### src/rtl/uart_rx_word_packer.sv
// -----------------------------------------------------------------------------
// uart_rx_word_packer
//
// Receives UART bytes on an asynchronous serial line and packs WORD_BYTES
// consecutive bytes, LSB-byte first, into one word. The word is presented to
// the consumer over a valid/ready handshake. Framing errors, overruns and
// stale partial words (inter-byte timeout) are detected.
//
// Build option:
//   UART_RX_PARITY_EN  when defined the frame is 8E1 and a PARITY state
//                      samples the parity bit. Bad parity pulses
//                      out_parity_err and drops the byte. When undefined the
//                      frame is 8N1 and out_parity_err is tied to 0.
//
// Parameters:
//   CLKS_PER_BIT  clock cycles per UART bit
//   WORD_BYTES    bytes per output word
//   TIMEOUT_BITS  idle bit periods before a partial word is dropped (0 = off)
//
// Ports:
//   in_clk          system clock
//   in_reset        asynchronous active-high reset
//   rx_serial       asynchronous UART line, idles high
//   in_ready        consumer accepts out_data this cycle
//   out_data        packed word, byte k in bits [8k+7:8k]
//   out_valid       out_data holds an unconsumed word
//   out_frame_err   one-cycle pulse: stop bit sampled low
//   out_parity_err  one-cycle pulse: parity mismatch (parity build only)
//   out_overrun     one-cycle pulse: completed word dropped
//   out_busy        receiving a frame or holding a partial word
// -----------------------------------------------------------------------------
module uart_rx_word_packer #(
  parameter int CLKS_PER_BIT = 640,
  parameter int WORD_BYTES   = 3,
  parameter int TIMEOUT_BITS = 32
) (
  input  logic                    in_clk,
  input  logic                    in_reset,
  input  logic                    rx_serial,
  input  logic                    in_ready,
  output logic [WORD_BYTES*8-1:0] out_data,
  output logic                    out_valid,
  output logic                    out_frame_err,
  output logic                    out_parity_err,
  output logic                    out_overrun,
  output logic                    out_busy
);

  localparam int CNT_W    = (CLKS_PER_BIT > 2) ? $clog2(CLKS_PER_BIT) : 1;
  localparam int IDX_W    = (WORD_BYTES > 1) ? $clog2(WORD_BYTES) : 1;
  localparam int HALF_BIT = CLKS_PER_BIT / 2;

  localparam logic [CNT_W-1:0] FULL_LAST = CNT_W'(CLKS_PER_BIT - 1);
  localparam logic [CNT_W-1:0] HALF_LAST = CNT_W'(HALF_BIT - 1);
  localparam logic [IDX_W-1:0] IDX_LAST  = IDX_W'(WORD_BYTES - 1);

  localparam logic [2:0] ST_IDLE   = 3'd0;
  localparam logic [2:0] ST_START  = 3'd1;
  localparam logic [2:0] ST_DATA   = 3'd2;
  localparam logic [2:0] ST_PARITY = 3'd3;
  localparam logic [2:0] ST_STOP   = 3'd4;
  localparam logic [2:0] ST_BREAK  = 3'd5;

  // ---------------------------------------------------------------------------
  // Two-flop synchroniser; both flops reset to the idle (high) line level so
  // that leaving reset never looks like a start bit.
  // ---------------------------------------------------------------------------
  logic rx_meta;
  logic rx_s;

  always_ff @(posedge in_clk or posedge in_reset) begin
    if (in_reset) begin
      rx_meta <= 1'b1;
      rx_s    <= 1'b1;
    end else begin
      rx_meta <= rx_serial;
      rx_s    <= rx_meta;
    end
  end

  // ---------------------------------------------------------------------------
  // Frame receiver
  // ---------------------------------------------------------------------------
  logic [2:0]       state;
  logic [CNT_W-1:0] clk_cnt;
  logic [2:0]       bit_cnt;
  logic [7:0]       shift_reg;
  logic             byte_ok;     // accepted byte waiting to be packed
  logic             start_det;
`ifdef UART_RX_PARITY_EN
  logic             parity_bit;
  logic             parity_err;
`endif

  assign start_det = (state == ST_IDLE) && !rx_s;

  always_ff @(posedge in_clk or posedge in_reset) begin
    if (in_reset) begin
      state         <= ST_IDLE;
      clk_cnt       <= '0;
      bit_cnt       <= '0;
      shift_reg     <= '0;
      byte_ok       <= 1'b0;
      out_frame_err <= 1'b0;
`ifdef UART_RX_PARITY_EN
      parity_bit    <= 1'b0;
      parity_err    <= 1'b0;
`endif
    end else begin
      byte_ok       <= 1'b0;
      out_frame_err <= 1'b0;
`ifdef UART_RX_PARITY_EN
      parity_err    <= 1'b0;
`endif
      case (state)
        ST_IDLE: begin
          if (!rx_s) begin
            state   <= ST_START;
            clk_cnt <= '0;
            bit_cnt <= '0;
          end
        end

        // Re-check the line in the middle of the start bit so that short
        // glitches are rejected silently.
        ST_START: begin
          if (clk_cnt == HALF_LAST) begin
            clk_cnt <= '0;
            state   <= rx_s ? ST_IDLE : ST_DATA;
          end else begin
            clk_cnt <= clk_cnt + 1'b1;
          end
        end

        // Sampling point is now mid-bit; each full period lands mid-bit again.
        ST_DATA: begin
          if (clk_cnt == FULL_LAST) begin
            clk_cnt   <= '0;
            shift_reg <= {rx_s, shift_reg[7:1]};
            if (bit_cnt == 3'd7) begin
`ifdef UART_RX_PARITY_EN
              state <= ST_PARITY;
`else
              state <= ST_STOP;
`endif
            end else begin
              bit_cnt <= bit_cnt + 1'b1;
            end
          end else begin
            clk_cnt <= clk_cnt + 1'b1;
          end
        end

`ifdef UART_RX_PARITY_EN
        ST_PARITY: begin
          if (clk_cnt == FULL_LAST) begin
            clk_cnt    <= '0;
            parity_bit <= rx_s;
            state      <= ST_STOP;
          end else begin
            clk_cnt <= clk_cnt + 1'b1;
          end
        end
`endif

        ST_STOP: begin
          if (clk_cnt == FULL_LAST) begin
            clk_cnt <= '0;
            if (rx_s) begin
              state <= ST_IDLE;
`ifdef UART_RX_PARITY_EN
              // Even parity: data bits plus parity bit must XOR to zero.
              if (^{shift_reg, parity_bit}) begin
                parity_err <= 1'b1;
              end else begin
                byte_ok <= 1'b1;
              end
`else
              byte_ok <= 1'b1;
`endif
            end else begin
              // A framing error wins over a parity error.
              out_frame_err <= 1'b1;
              state         <= ST_BREAK;
            end
          end else begin
            clk_cnt <= clk_cnt + 1'b1;
          end
        end

        // Line held low past the stop bit: wait for it to return to idle.
        ST_BREAK: begin
          if (rx_s) begin
            state <= ST_IDLE;
          end
        end

        default: state <= ST_IDLE;
      endcase
    end
  end

`ifdef UART_RX_PARITY_EN
  assign out_parity_err = parity_err;
`else
  assign out_parity_err = 1'b0;
`endif

  // ---------------------------------------------------------------------------
  // Word packing
  // ---------------------------------------------------------------------------
  logic [IDX_W-1:0]        byte_idx;
  logic [WORD_BYTES*8-1:0] partial_word;
  logic [WORD_BYTES*8-1:0] word_next;
  logic                    last_slot;
  logic                    transfer;
  logic                    can_load;
  logic                    timeout_hit;

  // word_next is the partial word with the incoming byte placed in its slot;
  // on the last slot it is the complete word.
  genvar gi;
  generate
    for (gi = 0; gi < WORD_BYTES; gi++) begin : g_lane
      assign word_next[gi*8 +: 8] = (byte_idx == IDX_W'(gi)) ? shift_reg
                                                             : partial_word[gi*8 +: 8];
    end
  endgenerate

  assign last_slot = (byte_idx == IDX_LAST);
  assign transfer  = out_valid && in_ready;
  assign can_load  = !out_valid || in_ready;

  always_ff @(posedge in_clk or posedge in_reset) begin
    if (in_reset) begin
      byte_idx     <= '0;
      partial_word <= '0;
      out_data     <= '0;
      out_valid    <= 1'b0;
      out_overrun  <= 1'b0;
    end else begin
      out_overrun <= 1'b0;
      if (transfer) begin
        out_valid <= 1'b0;
      end
      if (byte_ok) begin
        partial_word <= word_next;
        if (last_slot) begin
          byte_idx <= '0;
          // A word may load into a register being emptied on this same edge.
          if (can_load) begin
            out_data  <= word_next;
            out_valid <= 1'b1;
          end else begin
            out_overrun <= 1'b1;
          end
        end else begin
          byte_idx <= byte_idx + IDX_W'(1);
        end
      end else if (timeout_hit) begin
        byte_idx <= '0;
      end
    end
  end

  // ---------------------------------------------------------------------------
  // Inter-byte timeout: counts idle cycles while a partial word is held and
  // silently drops it once the limit is reached.
  // ---------------------------------------------------------------------------
  generate
    if (TIMEOUT_BITS != 0) begin : g_timeout
      localparam int TO_LIMIT = TIMEOUT_BITS * CLKS_PER_BIT;
      localparam int TO_W     = (TO_LIMIT > 1) ? $clog2(TO_LIMIT + 1) : 1;
      localparam logic [TO_W-1:0] TO_LAST = TO_W'(TO_LIMIT - 1);

      logic [TO_W-1:0] to_cnt;
      logic            to_run;

      assign to_run      = (state == ST_IDLE) && (byte_idx != '0) && !start_det;
      assign timeout_hit = to_run && (to_cnt == TO_LAST);

      always_ff @(posedge in_clk or posedge in_reset) begin
        if (in_reset) begin
          to_cnt <= '0;
        end else if (start_det || byte_idx == '0 || timeout_hit) begin
          to_cnt <= '0;
        end else if (to_run) begin
          to_cnt <= to_cnt + 1'b1;
        end
      end
    end else begin : g_no_timeout
      assign timeout_hit = 1'b0;
    end
  endgenerate

  assign out_busy = (state != ST_IDLE) || (byte_idx != '0) || byte_ok;

endmodule

### config.mk
export PLATFORM = sky130hd
export DESIGN_NAME = uart_rx_word_packer
export DESIGN_NICKNAME = d
export VERILOG_FILES = /design/src/rtl/uart_rx_word_packer.sv
export SDC_FILE = /design/constraint.sdc
export NUM_CORES = 1
export LEC_CHECK = 0
export CAP_MARGIN = 30
export CORE_MARGIN = 2
export CORE_UTILIZATION = 55
export CTS_CLUSTER_DIAMETER = 30
export CTS_CLUSTER_SIZE = 14
export DETAILED_ROUTE_END_ITERATION = 10
export PLACE_DENSITY = 0.85
export SYNTH_ARGS = -nofsm -noshare
export SYNTH_HDL_FRONTEND = slang
export SYNTH_SLANG_ARGS = --single-unit
export TNS_END_PERCENT = 20
### constraint.sdc
create_clock -name in_clk -period 3.68 [get_ports in_clk]
set_input_delay 0.736 -clock in_clk [delete_from_list [all_inputs] [get_ports in_clk]]
set_output_delay 0.736 -clock in_clk [all_outputs]
set_load 0.03 [all_outputs]
==> impl_metrics.env, run 1 <==
export IMPL_cts_root_buf="clkbuf_8"
export IMPL_drt_wl_total_mm=7.60
export IMPL_cts_buffers=9
export IMPL_r2r_start="state[0]"
export IMPL_drc=0
export IMPL_crit_type="reg2out"
export IMPL_netlist_area_um2=4030
export IMPL_grt_max_degree=35
export IMPL_synth_edff_count=0
export IMPL_antenna_cells=0
export IMPL_min_path_type="reg2reg"
export IMPL_crit_buf_inv=1
export IMPL_hold_worst_slack_ps=366
export IMPL_nFillCells=557
export IMPL_htreeDepth=3
export IMPL_yosys_top_cells_area="dfrtp_1, mux2_2, mux2i_1"
export IMPL_crit_required_ps=2940
export IMPL_async_reset_ff_frac=1.00
export IMPL_syn_mean_instance_area_um2=11.0
export IMPL_skew_ps=15.1
export IMPL_critical_path_arrival_ps=1830
export IMPL_die_area_um2=8020
export IMPL_synth_top_area_cell="dfrtp_1"
export IMPL_worstPathCellList="nor2_1 -> nand4bb_1 -> clkdlybuf4s50_1"
export IMPL_antenna_found_initial=0
export IMPL_grt_overflow=0
export IMPL_reg2reg_slack_ps=1350
export IMPL_synth_main_ff_cell="dfrtp_1"
export IMPL_ys_top_cells_by_count="dfrtp_1, nand2_1, mux2_2, o21ai_0, nor2_1"
export IMPL_firstDrtPassIters=4
export IMPL_tritoncts="built"
export IMPL_postRouteAntennaNets=0
export IMPL_path_clk_slew_ps=90
export IMPL_syn_to_final_growth_pct=15.5
export IMPL_grt_util_all_layers=0.212
export IMPL_cts_resized=0
export IMPL_clkLatencyLatePin_ps=360
export IMPL_tightest_slew_ps=668
export IMPL_fin_crit_ps=2570
export IMPL_startpoint_type="flop"
export IMPL_powerDensity_nw_per_um2=344
export IMPL_cp_top_family="buffers and inverters"
export IMPL_max_cap_violations=0
export IMPL_ir_worst_vdd_mv=0.249
export IMPL_layout_drive_gt1_share=0.167
export IMPL_synth_fp_nets=375
export IMPL_vias=2895
export IMPL_min_delay_start="rx_meta"
export IMPL_num_rows=31
export IMPL_rsz0062_at_grt="no"
export IMPL_hpwl_mm=5.30
export IMPL_die_h_um=89.5
export IMPL_status="finished clean"
export IMPL_largest_reg_flops=24
export IMPL_stdcell_count=505
export IMPL_ys_seq_area_frac=0.541
export IMPL_finalNetCount=409
export IMPL_cts_sinks=87
export IMPL_yosys_warnings=0
export IMPL_ctsHoldBuffers=0
export IMPL_postCtsSetupBuffers=0
export IMPL_fp_dieW_um=89.5
export IMPL_fin_crit_sh=0.698
export IMPL_numPortBuffers=31
export IMPL_top_regs="out_data (24), partial_word (16), g_timeout.to_cnt (15)"
export IMPL_path_max_fanout=12
export IMPL_critPathMaxStageDelay_ps=680
export IMPL_drt_vias_per_instance=5.73
export IMPL_cp_slowest_cell="clkdlybuf4s50_1"
export IMPL_synth_cell_types=48
export IMPL_cp_end_kind="primary output"
export IMPL_slew_headroom=0.552
export IMPL_initial_utilization=0.561
export IMPL_hold_violations=0
export IMPL_grt_pass1_wl_mm=12.9
export IMPL_p_leak_nw=2.16
export IMPL_grt_pass1_vias=2652
export IMPL_synth_seq_cells=87
export IMPL_place_inst=489
export IMPL_fin_setup_tns_ps=0
export IMPL_avgRoutedWirePerCell_um=15.0
export IMPL_synth_top_area_share=0.528
export IMPL_core_um2=7180
export IMPL_gp_congestion=0.826
export IMPL_io_pins=33
export IMPL_power_mw=1.60
export IMPL_finalSetupViolations=0
export IMPL_synth_most_common_cell="dfrtp_1"
export IMPL_top_register="out_data"
export IMPL_startpoint="state[0]"
export IMPL_fmax_mhz=389
export IMPL_cts_buffer_depth=2
export IMPL_syn_inst=367
export IMPL_drt_iter0_markers=154
export IMPL_slew_viol_final=0
-- placed cells by master, fill, tap and decap left out, types with 2 or more instances in the layout --
cell type / synthesis / layout
nor4b_1: 2 / 2
and2_1: 2 / 2
xnor2_1: 10 / 10
or3b_2: 2 / 2
nor3b_1: 2 / 2
a21o_1: 2 / 2
a21oi_1: 5 / 5
o211ai_1: 4 / 4
clkinv_4: 0 / 2
buf_4: 1 / 7
nor4_1: 4 / 4
or3_1: 5 / 5
nand4_1: 6 / 6
or4_1: 3 / 3
ha_1: 4 / 4
inv_1: 6 / 5
nor2_1: 25 / 25
nand2b_1: 6 / 6
a31o_2: 2 / 2
o21ai_0: 32 / 32
a31oi_1: 2 / 2
nand2_1: 40 / 40
nand3_1: 10 / 10
nor4bb_1: 2 / 2
inv_6: 0 / 3
clkdlybuf4s50_1: 0 / 31
nor3_1: 10 / 10
mux2_2: 34 / 34
nor2b_1: 5 / 5
nand3b_1: 3 / 3
dfrtp_1: 85 / 85
and3_1: 3 / 3
clkbuf_8: 0 / 9
dfstp_2: 2 / 2
xor2_1: 2 / 2
mux2i_1: 17 / 17
-- per-stage QoR --
step	area [µm²]	setup WS, ps	utilization
global placement	4430	1020	0.618
CTS	4650	1090	0.648
floorplan	4030	697	-
finish	4650	1110	0.648
detailed placement	4470	1250	0.623
global route	4650	1010	0.648
-- logic make-up (layout without fill, tap and decap cells) --
family          count (synthesis)  in the layout  share of synthesized area
xor+xnor                       12             12                     0.0261
buf+inv                        23             62                     0.0252
other cells                     1              1                   0.000932
mux                            51             51                      0.137
fa+ha+maj                       4              4                     0.0124
flops                          87             87                      0.541
compound gates                 55             55                     0.0821
simple gates                  134            134                      0.174
-- where the power goes --
part	internal, mW	switching, mW	total, mW	leakage, nW
combinational	0.00729	0.0209	0.0282	0.966
sequential	0.957	0.00138	0.958	1.11
clock	0.255	0.358	0.613	0.0879
total	1.22	0.381	1.60	2.16
-- cell type report --
class | count | area (µm²) | area share
clock buffers | 10 | 128 | 0.0275
clock inverters | 6 | 51.3 | 0.0110
inverters | 6 | 23.8 | 0.00511
multi-input cells | 257 | 1740 | 0.375
flip-flops and latches | 87 | 2180 | 0.469
well taps | 99 | 124 | 0.0266
repair buffers | 40 | 398 | 0.0856
-- worst paths after layout --
| path | cells after the start | end |
|---|---|---|
| max | 3 | out_busy |
| min | 0 | rx_s |
| max reg2reg | 4 | state[0] |
| min reg2reg | 0 | rx_s |
| max in group asynchronous | 4 | state[1] |
| min in group asynchronous | 2 | shift_reg[3] |
-- metal layers --
layer / track usage / vias up / share of wire
li1: - / 1379 / -
met1: 0.300 / 1449 / 0.47
met2: 0.326 / 57 / 0.48
met3: 0.0480 / 10 / 0.034
met4: 0.0665 / 0 / 0.015
met5: 0 / - / 0
Note: power is estimated with default switching activity, not from simulation.
==> run 2, diff against run 1 <==
- CORE_UTILIZATION: 55 -> 52
- PLACE_DENSITY: 0.85 -> 0.84
- clock period: 3.68 -> 2.21 ns (I/O delays scaled with it)
==> run 2 against run 1 <==
Effect of this change:
- die area increased by 5.5%
- count of clock-buffer cells in the layout is 1 lower
- clock skew is 5.2 ps lower
- critical endpoint is now bit_cnt[2]
- sequential power increased by 66%
- combinational power increased by 88%
==> impl_metrics.env, run 2 (synthesis results as in run 1) <==
export IMPL_status="finished clean"
export IMPL_worstPathCellList="or3b_2 -> nor4bb_1 -> nor2b_2 -> mux2_2"
export IMPL_top_register="out_data"
export IMPL_finalSetupViolations=0
export IMPL_grt_util_all_layers=0.214
export IMPL_die_area_um2=8460
export IMPL_rr_endpoint="bit_cnt[2]"
export IMPL_num_rows=32
export IMPL_min_path_type="reg2reg"
export IMPL_nFillCells=613
export IMPL_fmax_mhz=472
export IMPL_initial_utilization=0.529
export IMPL_cp_slowest_cell="or3b_2"
export IMPL_cts_root_buf="clkbuf_8"
export IMPL_htreeDepth=3
export IMPL_drt_vias_per_instance=5.58
export IMPL_postLayoutCoreUtil=0.627
export IMPL_tritoncts="built"
export IMPL_drt_wl_total_mm=8.27
export IMPL_final_area_um2=4770
export IMPL_ir_worst_vdd_mv=0.450
export IMPL_fp_dieW_um=92.0
export IMPL_power_mw=2.80
export IMPL_firstDrtPassIters=4
export IMPL_numPortBuffers=31
export IMPL_top_regs="out_data (24), partial_word (16), g_timeout.to_cnt (15)"
export IMPL_cp_end_kind="flop"
export IMPL_powerDensity_nw_per_um2=587
export IMPL_largest_reg_flops=24
export IMPL_antenna_found_initial=0
export IMPL_crit_end="bit_cnt[2]"
export IMPL_skew_ps=9.90
export IMPL_grt_overflow=0
export IMPL_slew_viol_final=0
export IMPL_cts_buffers=9
export IMPL_layout_drive_gt1_share=0.192
export IMPL_critical_path_arrival_ps=2370
export IMPL_slew_headroom=0.596
export IMPL_io_pins=33
export IMPL_critPathMaxStageDelay_ps=490
export IMPL_path_clk_slew_ps=80
export IMPL_core_um2=7610
export IMPL_clkLatencyLatePin_ps=370
export IMPL_startpoint="clk_cnt[7]"
export IMPL_hpwl_mm=5.59
export IMPL_antenna_cells=0
export IMPL_dpl_cell_area_um2=4570
export IMPL_vias=2890
export IMPL_rsz0062_at_grt="no"
export IMPL_fin_crit_sh=0.958
export IMPL_fin_crit_ps=2120
export IMPL_grt_pass1_vias=2850
export IMPL_syn_to_final_growth_pct=18.5
export IMPL_tightest_slew_ps=606
export IMPL_grt_pass1_wl_mm=14.1
export IMPL_hold_violations=0
export IMPL_cts_sinks=87
export IMPL_r2r_start="clk_cnt[7]"
export IMPL_reg2reg_slack_ps=90
export IMPL_place_inst=502
export IMPL_cts_buffer_depth=2
export IMPL_grt_max_degree=41
export IMPL_finalNetCount=419
export IMPL_postCtsSetupBuffers=0
export IMPL_final_cell_mix="dfrtp_1, nand2_1, mux2_2"
export IMPL_p_leak_nw=2.23
export IMPL_crit_required_ps=2470
export IMPL_postRouteAntennaNets=0
export IMPL_gp_congestion=0.902
export IMPL_avgRoutedWirePerCell_um=16.0
export IMPL_path_max_fanout=7
export IMPL_drt_iter0_markers=197
export IMPL_stdcell_count=518
export IMPL_layout_commonest_cell="dfrtp_1"
export IMPL_crit_type="reg2reg"
export IMPL_die_h_um=92.0
export IMPL_reg2regPathDepth=4
export IMPL_fin_setup_tns_ps=0
export IMPL_max_cap_violations=0
export IMPL_drc=0
export IMPL_startpoint_type="flop"
run 2: changes by cell type in the layout (fill, tap and decap cells not counted), sizes merged:
cell,before,now
clkinvlp,1,2
bufinv,0,1
clkdlybuf4s50,31,30
inv,8,9
clkinv,3,1
buf,9,19
dlygate4sd2,0,1
clkbuf,10,9
run 2: critical path, delay by kind of cell (launching register included):
| kind | cells | cell delay (ps) |
|---|---|---|
| and+or+nand+nor | 3 | 1210 |
| muxes | 1 | 360 |
| DFF | 1 | 440 |
run 2: cell type report:
cell class	count	area, µm²	area share
well taps	102	128	0.0268
clock inverters	7	77.6	0.0163
inverters	6	26.3	0.00551
flip-flops and latches	87	2180	0.457
multi-input cells	257	1750	0.366
repair buffers	50	489	0.103
clock buffers	9	124	0.0260
run 2: where the power goes:
| group | total, mW | switching (mW) | internal, mW |
|---|---|---|---|
| Clock | 1.15 | 0.617 | 0.536 |
| Combinational | 0.0529 | 0.0371 | 0.0158 |
| Sequential | 1.59 | 0.00114 | 1.59 |
| Total | 2.80 | 0.656 | 2.15 |
run 2: how the worst min path moves through the flow:
stage,start,end,depth (start not counted)
floorplan,rx_meta,rx_s,0
CTS,rx_meta,rx_s,0
detailed placement,rx_meta,rx_s,0
finish,rx_meta,rx_s,0
global placement,rx_meta,rx_s,0
global route,rx_meta,rx_s,0
run 2: per-layer routing:
layer	vias up	share of wire	routed length [µm]	GRT usage
met5	-	0	0	0
li1	1389	-	-	-
met1	1398	0.44	3630	0.291
met2	86	0.48	4010	0.329
met4	0	0.021	174	0.106
met3	17	0.055	453	0.0452
run 2: timing repair:
action	CTS	global route
resized for setup	1	1
hold buffers	0	0
hold endpoints to repair	0	0
endpoints found under the setup margin	1	3
pin swaps	0	1
run 2: metrics by stage:
step                hold slack, ps  setup WS [ps]
detailed placement             355            105
global placement               356            172
CTS                            375           78.7
global route                   377           14.0
floorplan                      345            101
finish                         375           93.1
==> run 3, diff against run 2 <==
- CORE_UTILIZATION: 52 -> 55
- DONT_BUFFER_PORTS: default -> 1
- PLACE_DENSITY: 0.84 -> 0.82
==> run 3 against run 2 <==
Effect of this change:
- wire length down 10%
- register-to-register slack better by 40 ps
- non-clock buffer count down 28
- via count down 4.8%
- utilization down 0.87 points
- highest routed layer unchanged
==> impl_metrics.env, run 3 (synthesis results as in run 1) <==
export IMPL_status="finished clean"
export IMPL_die_h_um=89.5
export IMPL_slew_viol_final=0
export IMPL_largest_reg_flops=24
export IMPL_fmax_mhz=483
export IMPL_htreeDepth=3
export IMPL_drc=0
export IMPL_drt_vias_per_instance=5.65
export IMPL_startpoint_type="flop"
export IMPL_postCtsSetupBuffers=0
export IMPL_io_pins=33
export IMPL_ir_worst_vdd_mv=0.328
export IMPL_core_um2=7180
export IMPL_fin_crit_sh=0.938
export IMPL_layout_commonest_cell="dfrtp_1"
export IMPL_top_regs="out_data (24), partial_word (16), g_timeout.to_cnt (15)"
export IMPL_cts_root_buf="clkbuf_8"
export IMPL_syn_to_final_growth_pct=10.3
export IMPL_gp_congestion=0.874
export IMPL_cp_end_kind="flop"
export IMPL_initial_utilization=0.561
export IMPL_hpwl_mm=5.09
export IMPL_rsz0062_at_grt="no"
export IMPL_vias=2750
export IMPL_finalNetCount=391
export IMPL_drt_wl_total_mm=7.44
export IMPL_tightest_slew_ps=600
export IMPL_powerDensity_nw_per_um2=600
export IMPL_antenna_cells=0
export IMPL_crit_type="reg2reg"
export IMPL_avgRoutedWirePerCell_um=15.3
export IMPL_p_leak_nw=2.09
export IMPL_finalSetupViolations=0
export IMPL_cts_buffer_depth=2
export IMPL_num_rows=31
export IMPL_cts_buffers=9
export IMPL_fp_dieW_um=89.5
export IMPL_hold_violations=0
export IMPL_slew_headroom=0.599
export IMPL_postLayoutCoreUtil=0.618
export IMPL_tritoncts="built"
export IMPL_grt_pass1_wl_mm=12.4
export IMPL_crit_required_ps=2450
export IMPL_top_register="out_data"
export IMPL_grt_util_all_layers=0.203
export IMPL_drt_iter0_markers=202
export IMPL_fin_setup_tns_ps=0
export IMPL_stdcell_count=487
export IMPL_reg2reg_slack_ps=140
export IMPL_min_path_type="in2reg"
export IMPL_final_cell_mix="dfrtp_1, nand2_1, mux2_2"
export IMPL_place_inst=470
export IMPL_grt_overflow=0
export IMPL_fin_crit_ps=2070
export IMPL_firstDrtPassIters=5
export IMPL_grt_max_degree=50
export IMPL_cts_sinks=87
export IMPL_layout_drive_gt1_share=0.211
export IMPL_critical_path_arrival_ps=2310
export IMPL_die_area_um2=8020
export IMPL_path_max_fanout=7
export IMPL_path_clk_slew_ps=90
export IMPL_postRouteAntennaNets=0
export IMPL_numPortBuffers=0
export IMPL_antenna_found_initial=0
export IMPL_clkLatencyLatePin_ps=350
export IMPL_hold_worst_slack_ps=81.6
export IMPL_grt_pass1_vias=2552
export IMPL_skew_ps=8.80
export IMPL_max_cap_violations=0
run 3: cell count changes in the layout (fill, tap and decap cells not counted):
cell             previous run  this run
buf_12                      3         1
buf_4                      16        20
bufinv_16                   1         0
clkbuf_1                    0         1
clkdlybuf4s50_1            30         0
clkinv_2                    1         0
clkinv_4                    0         2
dlygate4sd2_1               1         0
dlygate4sd3_1               0         1
inv_6                       4         3
nor2_1                     25        24
nor2_2                      0         1
run 3: metal layers:
metal  vias up  part of all wire  global-route usage
li1       1338                 -                   -
met1      1351              0.48               0.294
met2        53              0.46               0.298
met3         8             0.040              0.0452
met4         0             0.015              0.0814
met5         -                 0                   0
run 3: worst paths after layout:
| check | startpoint | endpoint | cells after the start |
|---|---|---|---|
| min in group asynchronous | in_reset | state[0] | 2 |
| hold reg to reg | rx_meta | rx_s | 0 |
| setup / recovery | clk_cnt[7] | bit_cnt[2] | 4 |
| max in group asynchronous | in_reset | clk_cnt[5] | 3 |
| hold / removal | rx_serial | rx_meta | 0 |
| setup reg to reg | clk_cnt[7] | bit_cnt[2] | 4 |
run 3: worst max-delay path: stages (launching register included):
cell	delay (ps)
dfrtp_1	440
or3b_2	510
nor4bb_1	350
nor2b_2	300
mux2_2	360
run 3: timing repair:
action,in CTS,in global routing
setup endpoints to repair,0,3
gates resized for setup,0,2
endpoints found under the hold margin,17,0
hold buffers,1,0
run 3: layout make-up:
| cell class | count | area, µm² |
|---|---|---|
| sequential | 87 | 2180 |
| clock buffer | 10 | 128 |
| timing repair buffer | 22 | 180 |
| clock inverter | 6 | 51.3 |
| inverter | 6 | 26.3 |
| multi-input combinational | 257 | 1750 |
| fill | 545 | 2740 |
| tap | 99 | 124 |
run 3: through the flow:
stage	setup WS, ps	power (mW)	cell area, µm²
global route	67.3	2.77	4440
global placement	167	1.67	4240
CTS	32.0	2.68	4430
floorplan	101	1.66	4030
finish	138	2.66	4440
detailed placement	149	1.67	4240
run 3: where the power goes:
group / switching, mW / internal, mW
clock: 0.596 / 0.425
sequential: 0.000925 / 1.59
combinational: 0.0359 / 0.00901
